$ cat config.mk
export PLATFORM = sky130hd
export DESIGN_NAME = hash_jtree_elastic
export DESIGN_NICKNAME = d
export VERILOG_FILES = /design/src/rtl/hash_jtree_elastic_pkg.sv /design/src/rtl/hash_jtree_elastic_stage.sv /design/src/rtl/tree_hash.sv /design/src/rtl/hash_jtree_elastic.sv
export SDC_FILE = /design/constraint.sdc
export NUM_CORES = 2
export LEC_CHECK = 0
export CAP_MARGIN = 20
export CELL_PAD_IN_SITES_DETAIL_PLACEMENT = 1
export CELL_PAD_IN_SITES_GLOBAL_PLACEMENT = 2
export CORE_AREA = 2 2 377 379
export CTS_CLUSTER_DIAMETER = 30
export CTS_CLUSTER_SIZE = 28
export DETAILED_ROUTE_END_ITERATION = 12
export DIE_AREA = 0 0 379 381
export DONT_BUFFER_PORTS = 1
export GPL_ROUTABILITY_DRIVEN = 1
export GPL_TIMING_DRIVEN = 0
export PLACE_DENSITY = 0.63
export SLEW_MARGIN = 10
export SYNTH_ARGS = -nofsm -noshare
export SYNTH_HDL_FRONTEND = slang
export SYNTH_SLANG_ARGS = --single-unit
$ cat constraint.sdc
create_clock -name clk -period 2.88 [get_ports clk]
set_clock_uncertainty 0.15 [all_clocks]
set_input_delay 0.72 -clock clk [delete_from_list [all_inputs] [get_ports clk]]
set_output_delay 0.72 -clock clk [all_outputs]
set_load 0.01 [all_outputs]
$ cat src/rtl/hash_jtree_elastic_pkg.sv
// Shared definitions for the jittered sample pipeline: hash widths and
// MSAA mode decoding.
package hash_jtree_elastic_pkg;

    // Widest jitter mask the decoder can describe; callers truncate to HASH_OUT.
    localparam int MASK_MAX = 32;

    // Result of decoding an MSAA mode: the jitter mask plus a flag for
    // a non-one-hot mode.
    typedef struct packed {
        logic                err;
        logic [MASK_MAX-1:0] mask;
    } mask_res_t;

    // Jitter field width: fractional bits minus the two guard bits.
    function automatic int hash_out_w(input int radix);
        return radix - 2;
    endfunction

    // Hash input is the integer-ish part (bits above 3) of both coordinates.
    function automatic int hash_in_w(input int sigfig);
        return 2 * (sigfig - 4);
    endfunction

    // Finer MSAA modes get a narrower jitter range; anything that is not
    // one-hot gets no jitter at all and raises the error flag.
    function automatic mask_res_t msaa_mask(input logic [3:0] sub, input int width);
        mask_res_t           r;
        logic [MASK_MAX-1:0] ones;
        ones   = (width >= MASK_MAX) ? '1 : ((MASK_MAX'(1) << width) - MASK_MAX'(1));
        r.err  = 1'b0;
        r.mask = '0;
        case (sub)
            4'b1000: r.mask = ones;
            4'b0100: r.mask = ones >> 1;
            4'b0010: r.mask = ones >> 2;
            4'b0001: r.mask = ones >> 3;
            default: r.err  = 1'b1;
        endcase
        return r;
    endfunction

endpackage

$ cat src/rtl/hash_jtree_elastic_stage.sv
// Single-entry valid/ready register. Ready is combinational from the
// downstream ready so a chain of these has no bubbles.
module elastic_stage #(
    parameter int W = 8
) (
    input  logic         clk_i,
    input  logic         rst_i,
    input  logic         valid_i,
    output logic         ready_o,
    input  logic [W-1:0] data_i,
    output logic         valid_o,
    input  logic         ready_i,
    output logic [W-1:0] data_o
);

    logic         valid_q, valid_d;
    logic [W-1:0] data_q, data_d;
    logic         load;

    // Load when empty or when the current entry leaves this cycle.
    always_comb begin
        ready_o = !valid_q || ready_i;
        load    = valid_i && ready_o;
        valid_d = valid_q;
        data_d  = data_q;
        if (load) begin
            valid_d = 1'b1;
            data_d  = data_i;
        end else if (ready_i) begin
            valid_d = 1'b0;
        end
    end

    // Entry register; data is only rewritten on a load so it holds when idle.
    always_ff @(posedge clk_i) begin
        if (rst_i) begin
            valid_q <= 1'b0;
            data_q  <= '0;
        end else begin
            valid_q <= valid_d;
            data_q  <= data_d;
        end
    end

    assign valid_o = valid_q;
    assign data_o  = data_q;

endmodule

$ cat src/rtl/tree_hash.sv
// Position hash leaf: splits the input into OUT_W-bit chunks, rotates
// chunk c left by c and XORs all chunks together.
module tree_hash #(
    parameter int IN_W  = 40,
    parameter int OUT_W = 8
) (
    input  logic [IN_W-1:0]  data_i,
    output logic [OUT_W-1:0] hash_o
);

    localparam int NCHUNK = (IN_W + OUT_W - 1) / OUT_W;

    logic [NCHUNK*OUT_W-1:0] padded;
    logic [OUT_W-1:0]        chunk;
    logic [OUT_W-1:0]        acc;

    // Zero-pad the input, then fold rotated chunks into one word.
    always_comb begin
        padded                = '0;
        padded[IN_W-1:0]      = data_i;
        acc                   = '0;
        chunk                 = '0;
        for (int c = 0; c < NCHUNK; c++) begin
            chunk = padded[c*OUT_W +: OUT_W];
            acc   = acc ^ ((chunk << (c % OUT_W)) | (chunk >> (OUT_W - (c % OUT_W))));
        end
        hash_o = acc;
    end

endmodule

$ cat src/rtl/hash_jtree_elastic.sv
// Raster jitter stage: hashes each sample position, masks the hash by the
// MSAA mode, ORs it into the fractional bits, and carries the result through
// an elastic valid/ready pipeline of PIPE_DEPTH stages.
module hash_jtree_elastic
    import hash_jtree_elastic_pkg::*;
#(
    parameter int SIGFIG     = 24,
    parameter int RADIX      = 10,
    parameter int VERTS      = 3,
    parameter int AXIS       = 3,
    parameter int COLORS     = 3,
    parameter int SAMPS      = 4,
    parameter int PIPE_DEPTH = 2
) (
    input  logic                                        clk,
    input  logic                                        rst,
    input  logic                                        in_valid,
    output logic                                        in_ready,
    input  logic signed [VERTS-1:0][AXIS-1:0][SIGFIG-1:0] tri_in,
    input  logic [COLORS-1:0][SIGFIG-1:0]               color_in,
    input  logic signed [1:0][SAMPS-1:0][SIGFIG-1:0]    sample_in,
    input  logic [SAMPS-1:0]                            validSamp_in,
    input  logic [3:0]                                  subSample,
    input  logic                                        jitter_en,
    output logic                                        out_valid,
    input  logic                                        out_ready,
    output logic signed [VERTS-1:0][AXIS-1:0][SIGFIG-1:0] tri_out,
    output logic [COLORS-1:0][SIGFIG-1:0]               color_out,
    output logic signed [1:0][SAMPS-1:0][SIGFIG-1:0]    sample_out,
    output logic [SAMPS-1:0]                            validSamp_out,
    output logic                                        cfg_err
);

    localparam int HASH_OUT = hash_out_w(RADIX);
    localparam int HASH_IN  = hash_in_w(SIGFIG);

    typedef struct packed {
        logic [VERTS-1:0][AXIS-1:0][SIGFIG-1:0] triV;
        logic [COLORS-1:0][SIGFIG-1:0]          colorV;
        logic [1:0][SAMPS-1:0][SIGFIG-1:0]      sampleV;
        logic [SAMPS-1:0]                       validV;
    } payload_t;

    localparam int PW = $bits(payload_t);

    mask_res_t                        mres;
    logic [MASK_MAX-1:0]              maskWide;
    logic [SAMPS-1:0][HASH_OUT-1:0]   hashX, hashY;
    logic [1:0][SAMPS-1:0][SIGFIG-1:0] jitSample;
    payload_t                         inPayload, outPayload;
    logic                             cfgErr_q, cfgErr_d;

    logic [PIPE_DEPTH:0]              stgValid, stgReady;
    logic [PIPE_DEPTH:0][PW-1:0]      stgData;

    assign mres     = msaa_mask(subSample, HASH_OUT);
    assign maskWide = mres.mask;

    // x jitter hashes (y,x), y jitter hashes (x,y) so the two axes differ.
    for (genvar i = 0; i < SAMPS; i++) begin : g_lane
        tree_hash #(.IN_W(HASH_IN), .OUT_W(HASH_OUT)) uHashX (
            .data_i ({sample_in[1][i][SIGFIG-1:4], sample_in[0][i][SIGFIG-1:4]}),
            .hash_o (hashX[i])
        );
        tree_hash #(.IN_W(HASH_IN), .OUT_W(HASH_OUT)) uHashY (
            .data_i ({sample_in[0][i][SIGFIG-1:4], sample_in[1][i][SIGFIG-1:4]}),
            .hash_o (hashY[i])
        );
    end

    // OR the masked jitter into the fractional field only; no carries, and
    // invalid lanes are jittered too.
    always_comb begin
        jitSample = sample_in;
        if (jitter_en) begin
            for (int i = 0; i < SAMPS; i++) begin
                jitSample[0][i][RADIX-1:2] = sample_in[0][i][RADIX-1:2]
                                           | HASH_OUT'(MASK_MAX'(hashX[i]) & maskWide);
                jitSample[1][i][RADIX-1:2] = sample_in[1][i][RADIX-1:2]
                                           | HASH_OUT'(MASK_MAX'(hashY[i]) & maskWide);
            end
        end
    end

    // Pack everything that travels with the transaction.
    always_comb begin
        inPayload.triV    = tri_in;
        inPayload.colorV  = color_in;
        inPayload.sampleV = jitSample;
        inPayload.validV  = validSamp_in;
    end

    assign stgValid[0]          = in_valid;
    assign stgData[0]           = inPayload;
    assign stgReady[PIPE_DEPTH] = out_ready;
    assign in_ready             = stgReady[0];

    for (genvar k = 0; k < PIPE_DEPTH; k++) begin : g_stage
        elastic_stage #(.W(PW)) uStage (
            .clk_i   (clk),
            .rst_i   (rst),
            .valid_i (stgValid[k]),
            .ready_o (stgReady[k]),
            .data_i  (stgData[k]),
            .valid_o (stgValid[k+1]),
            .ready_i (stgReady[k+1]),
            .data_o  (stgData[k+1])
        );
    end

    assign outPayload    = stgData[PIPE_DEPTH];
    assign out_valid     = stgValid[PIPE_DEPTH];
    assign tri_out       = outPayload.triV;
    assign color_out     = outPayload.colorV;
    assign sample_out    = outPayload.sampleV;
    assign validSamp_out = outPayload.validV;

    // Sticky error: any accepted transaction with a bad MSAA mode.
    always_comb begin
        cfgErr_d = cfgErr_q | (in_valid && in_ready && mres.err);
    end

    // Error flag register, cleared only by reset.
    always_ff @(posedge clk) begin
        if (rst) begin
            cfgErr_q <= 1'b0;
        end else begin
            cfgErr_q <= cfgErr_d;
        end
    end

    assign cfg_err = cfgErr_q;

    aValidKnown : assert property (@(posedge clk) disable iff (rst) !$isunknown(in_valid));

    aOutStable : assert property (@(posedge clk) disable iff (rst)
        (out_valid && !out_ready) |=> $stable(outPayload));

endmodule

---- Yosys cells after proc, flatten, opt, wreduce, memory -nomap -nowiden ----
Cells that the tools add are included.
storage, ports and cells
  output and inout port bits .............. 487
  word-level logic and storage cells ...... 114
  register bits ........................... 971
  input port bits ......................... 493
cells by class
  reductions and logical operators ........ 10
  muxes and demuxes ....................... 14
  eq/ne operators ......................... 4
  bitwise logic cells ..................... 81
operator list
  kind                                            number
  bitwise XOR 8 bit                               32
  bitwise AND 8 bit                               8
  two-way mux 8 bit                               8
  bitwise OR 8 x 1 -> 8 bit                       8
  bitwise OR 8 x 2 -> 8 bit                       8
  bitwise OR 8 x 3 -> 8 bit                       8
  bitwise OR 8 x 4 -> 8 bit                       8
  bitwise OR 8 bit                                8
  case mux 8 bit (4 select lines)                 1
  two-way mux 1 bit                               5
  == test 4 x 1 -> 1 bit (second input constant)  1
  == test 4 x 2 -> 1 bit (second input constant)  1
  == test 4 x 3 -> 1 bit (second input constant)  1
  == test 4 bit (second input constant)           1
  nonzero test 2 bit                              2
  OR reduction 4 bit                              1
  logical AND 1 bit                               3
  zero test 1 bit                                 2
  logical OR 1 bit                                2
  bitwise OR 1 bit                                1

---- Depth between registers and ports, before layout ----
  depth in word-level cells ............... 8
  depth in mapped cells ................... 7
  depth with buffers taken out ............ 4

---- Modules after synthesis ----
From an unflattened synthesis, not the netlist that was laid out.
unflattened totals
  cells, all modules ...................... 4703
  area total of the unflattened synthesis .. 45043.2 µm²
by module, submodules not included
  module              cells each  area an instance (µm²)  sequential area each (µm²)  times used
  elastic_stage       2210        20868.8                 9709.3                      2
  tree_hash           24          320.3                   0.0                         8
  hash_jtree_elastic  91          743.2                   20.0                        1

---- Least setup slack after synthesis ----
No wires, ideal clock.
  kind .................................... in2reg
  from .................................... input port out_ready
  to ...................................... register g_stage[0].uStage.data_q[179]
  slack ................................... 0.820 ns
  stages on the path ...................... 5
  data required time ...................... 2.654 ns
  buffers on the path ..................... 1
  data arrival time ....................... 1.834 ns
  library setup time ...................... 0.076 ns
  path through ............................ nand3b_1 -> nand2_1 -> or4_1 -> clkbuf_1 -> o22ai_1
between the ends
  longest elaborated chain between the ends .. 3
RTL lines
  item                           line                            RTL
  start: declaration             hash_jtree_elastic.sv:26        input logic out_ready,
  logical OR 1 bit (2 in a row)  hash_jtree_elastic_stage.sv:22  ready_o = !valid_q || ready_i;
  logical AND 1 bit              hash_jtree_elastic_stage.sv:23  load = valid_i && ready_o;
  end signal: assignment         hash_jtree_elastic_stage.sv:41  data_q <= data_d;
  end: declaration               hash_jtree_elastic_stage.sv:17  logic [W-1:0] data_q, data_d;
Every way passes these cells.
A chain may end at the register's enable or synchronous reset.

---- Worst setup path after layout ----
  from .................................... register g_stage[1].uStage.valid_q
  to ...................................... register g_stage[0].uStage.data_q[148]
between the ends
  longest elaborated chain between the ends .. 4
RTL lines
  item                           line                            RTL
  start: declaration             hash_jtree_elastic_stage.sv:16  logic valid_q, valid_d;
  start signal: assignment       hash_jtree_elastic_stage.sv:40  valid_q <= valid_d;
  zero test 1 bit                hash_jtree_elastic_stage.sv:22
  logical OR 1 bit (2 in a row)  hash_jtree_elastic_stage.sv:22
  net in_ready                   hash_jtree_elastic.sv:18        output logic in_ready,
  logical AND 1 bit              hash_jtree_elastic_stage.sv:23
The timed path passes the listed nets, and every way through them passes these cells.

==> run metrics <==
# IOs 980; kind of critical path flop to flop; Detail Route Antenna Nets 0; Synth top area share 55.4%; Psw 0.0115 W; die area 0.144 mm²; Via density 4.70; core area 0.141 mm²; commonest cells after routing, fill and taps aside nand2_1, dfxtp_1, a21oi_1; cell taking the most area after synthesis dfxtp_1; final hold violations 0; Avg Cell Area, Syn 8.08 µm²; # setup viols final 0; RSZ-0062 raised after global routing false; FILL cells 16400; power density cells 959 mW/mm²; die height 381 µm; Clock Path Buffers 4; # nets final 5633; Mapped Area 0.0351 mm²; Max VDD drop 0.426 mV; Worst-Margin Slew 1.13 ns; slowest stage delay, CP 0.77 ns; dpl hpwl 132 mm; achievable clock frequency 0.364 GHz; Sink Count 971; Worst Path Required 3.48 ns; Leak Pwr 19.9 nW; Slew Viols, Final 0; combinational power share 6.3%; via count 34100; Syn Inst Count 4347; vias in the first global route 35900; synth unique cells 31; cts bufs inserted 296; Sw Ratio 22.9%; Worst Setup Start Kind flop; ratio of cells with drive above 1 in the final layout 12.0%; Internal 0.0388 W; Detailed Route WL 181 mm; crit path buf inv count 2; Min-Delay Path Class input port to flop; TritonCTS clock tree yes; slowest stage cell, crit path clkbuf_1; DRT Pass-1 Iters 5; CP delay by family, top buffers and inverters; number of max-cap violations 0; mean routed wirelength per cell 24.9 µm; CP Data Arrival Time 3.34 ns; sequential fraction of the synthesis area 55.4%; Site Rows 138; largest net degree at the start of global routing 17; Layout Cells excl Fill 7254; flops & latches, synth 971; die width 379 µm; Seq pwr share 29.0%; Total GRT Usage 24.2%; number of port buffers 0; worst skew pair latency 0.89 ns; 1st-iter DRT viols 1520; outcome finished, final reports clean; starting density of the core 25.0%; DRC violations left 0; Ys Warns 0; Final Cycle Share 95.3%; clock power share 64.7%; root buf cell clkbuf_16; placed cell area 0.0375 mm²; critical path, cell by cell nand3b_1 > nand2_1 > clkbuf_1 > buf_2 > nand2_1 > a21oi_1; Overflow after GRT 0; most common cell after layout, fill and taps aside nand2_1; Area Growth Syn to Fin 49.4%; syn_nets 4840; fin crit period 2.74 ns; global-route wire length before repair 255 mm; CP most frequent cell nand2_1; clock slew at reported path FFs 0.05 ns; initial antenna violation count 21; global placer's final weighted congestion 0.872; Setup crit end kind flop; Slew HR 24.8%; Final Cell Area 0.0525 mm²; Inst Count DP 6240; crit-path max FO 10; synth top area cells dfxtp_1, nand2_1, a21oi_1; H-Tree Depth 5
cell usage after synthesis, drive strengths merged:
library cell,number
xnor3,13
nand2b,2
and3,1
nor3,15
nor4b,2
or3,1
a211oi,16
nand3,1
clkbuf,147
nand2,1809
a21oi,907
nand3b,1
and4b,1
or3b,1
mux2i,48
a311oi,1
or4,1
buf,179
o22ai,48
xor2,38
nor2b,2
inv,1
xnor2,116
o21ai,2
dfxtp,971
xor3,2
nor2,21
power groups by stage:
stage / clock, W / combinational (W) / sequential, W
after floorplan: 0 / 0.00168 / 0.0146
after global placement: 0 / 0.00246 / 0.0148
after detailed placement: 0 / 0.00250 / 0.0148
after CTS: 0.0329 / 0.00319 / 0.0146
after global routing: 0.0338 / 0.00345 / 0.0146
final: 0.0325 / 0.00317 / 0.0146
worst min-delay path: stages:
cell	delay (ns)
xnor2_1	0.09
xnor2_1	0.18
o22ai_1	0.07
flip-flops by register name (all words and copies together), names as in the netlist:
register	flops
g_stage.uStage.data_o	968
g_stage.uStage.valid_o	2
cfg_err	1
final timing paths:
check        slack [ns]                          start                             to  cells past startpoint
max                0.14      g_stage[1].uStage.valid_o  g_stage[0].uStage.data_o[148]                      6
min                0.07                 sample_in[176]   g_stage[0].uStage.data_o[81]                      3
max reg2reg        0.14      g_stage[1].uStage.valid_o  g_stage[0].uStage.data_o[148]                      6
min reg2reg        0.25  g_stage[0].uStage.data_o[140]  g_stage[1].uStage.data_o[140]                      2
metal layers:
metal | routed length [µm] | vias to the layer above | share of wire [%] | global-route usage [%]
met5 | 13 | - | 0.0072 | 0
met4 | 6880 | 2 | 3.8 | 9.15
met3 | 15500 | 369 | 8.6 | 9.21
met2 | 89000 | 1188 | 49 | 42.3
met1 | 69300 | 16700 | 38 | 26.4
li1 | - | 15800 | - | -
final cells by class:
type                            instances  area (µm²)  share of cell area [%]
Antenna cell                           20        50.0                  0.0954
Buffer                                326        1490                    2.84
Clock buffer                          398        8460                    16.1
Clock inverter                        104        1500                    2.86
Inverter                                1        3.75                 0.00716
Multi-Input combinational cell       3049       14200                    27.1
Sequential cell                       971       19400                    37.1
Tap cell                             1890        2360                    4.51
Timing Repair Buffer                  495        4960                    9.46
cell families (layout without fill, tap and decap cells):
| group | after synthesis | count (layout) | share of synthesized area, % |
|---|---|---|---|
| simple gates | 1858 | 1858 | 20.0 |
| compound gates | 974 | 974 | 14.2 |
| flops | 971 | 971 | 55.4 |
| buf+inv | 327 | 1324 | 4.22 |
| xor+xnor | 169 | 169 | 4.81 |
| mux | 48 | 48 | 1.37 |
| other cells | 0 | 20 | 0 |
metrics by stage:
step	setup slack, ns	setup TNS, ns	hold slack (ns)	total power (W)	utilization [%]
5_1_grt	0.0166	0	0.0454	0.0519	37.3
2_1_floorplan	0.820	0	0.281	0.0163	-
4_1_cts	0.0323	0	0.00503	0.0507	37.3
3_5_place_dp	-0.749	-218.26	0.294	0.0173	26.7
6_report	0.136	0	0.0701	0.0503	37.3
3_3_place_gp	-1.14	-314.80	0.289	0.0173	26.7
repair_timing:
action	CTS	global route
setup buffers	0	0
hold buffers	491	0
hold endpoints to repair	485	0
setup endpoints to repair	2	16
gates resized for setup	2	7
No activity file was read; power rests on OpenSTA's default activity.
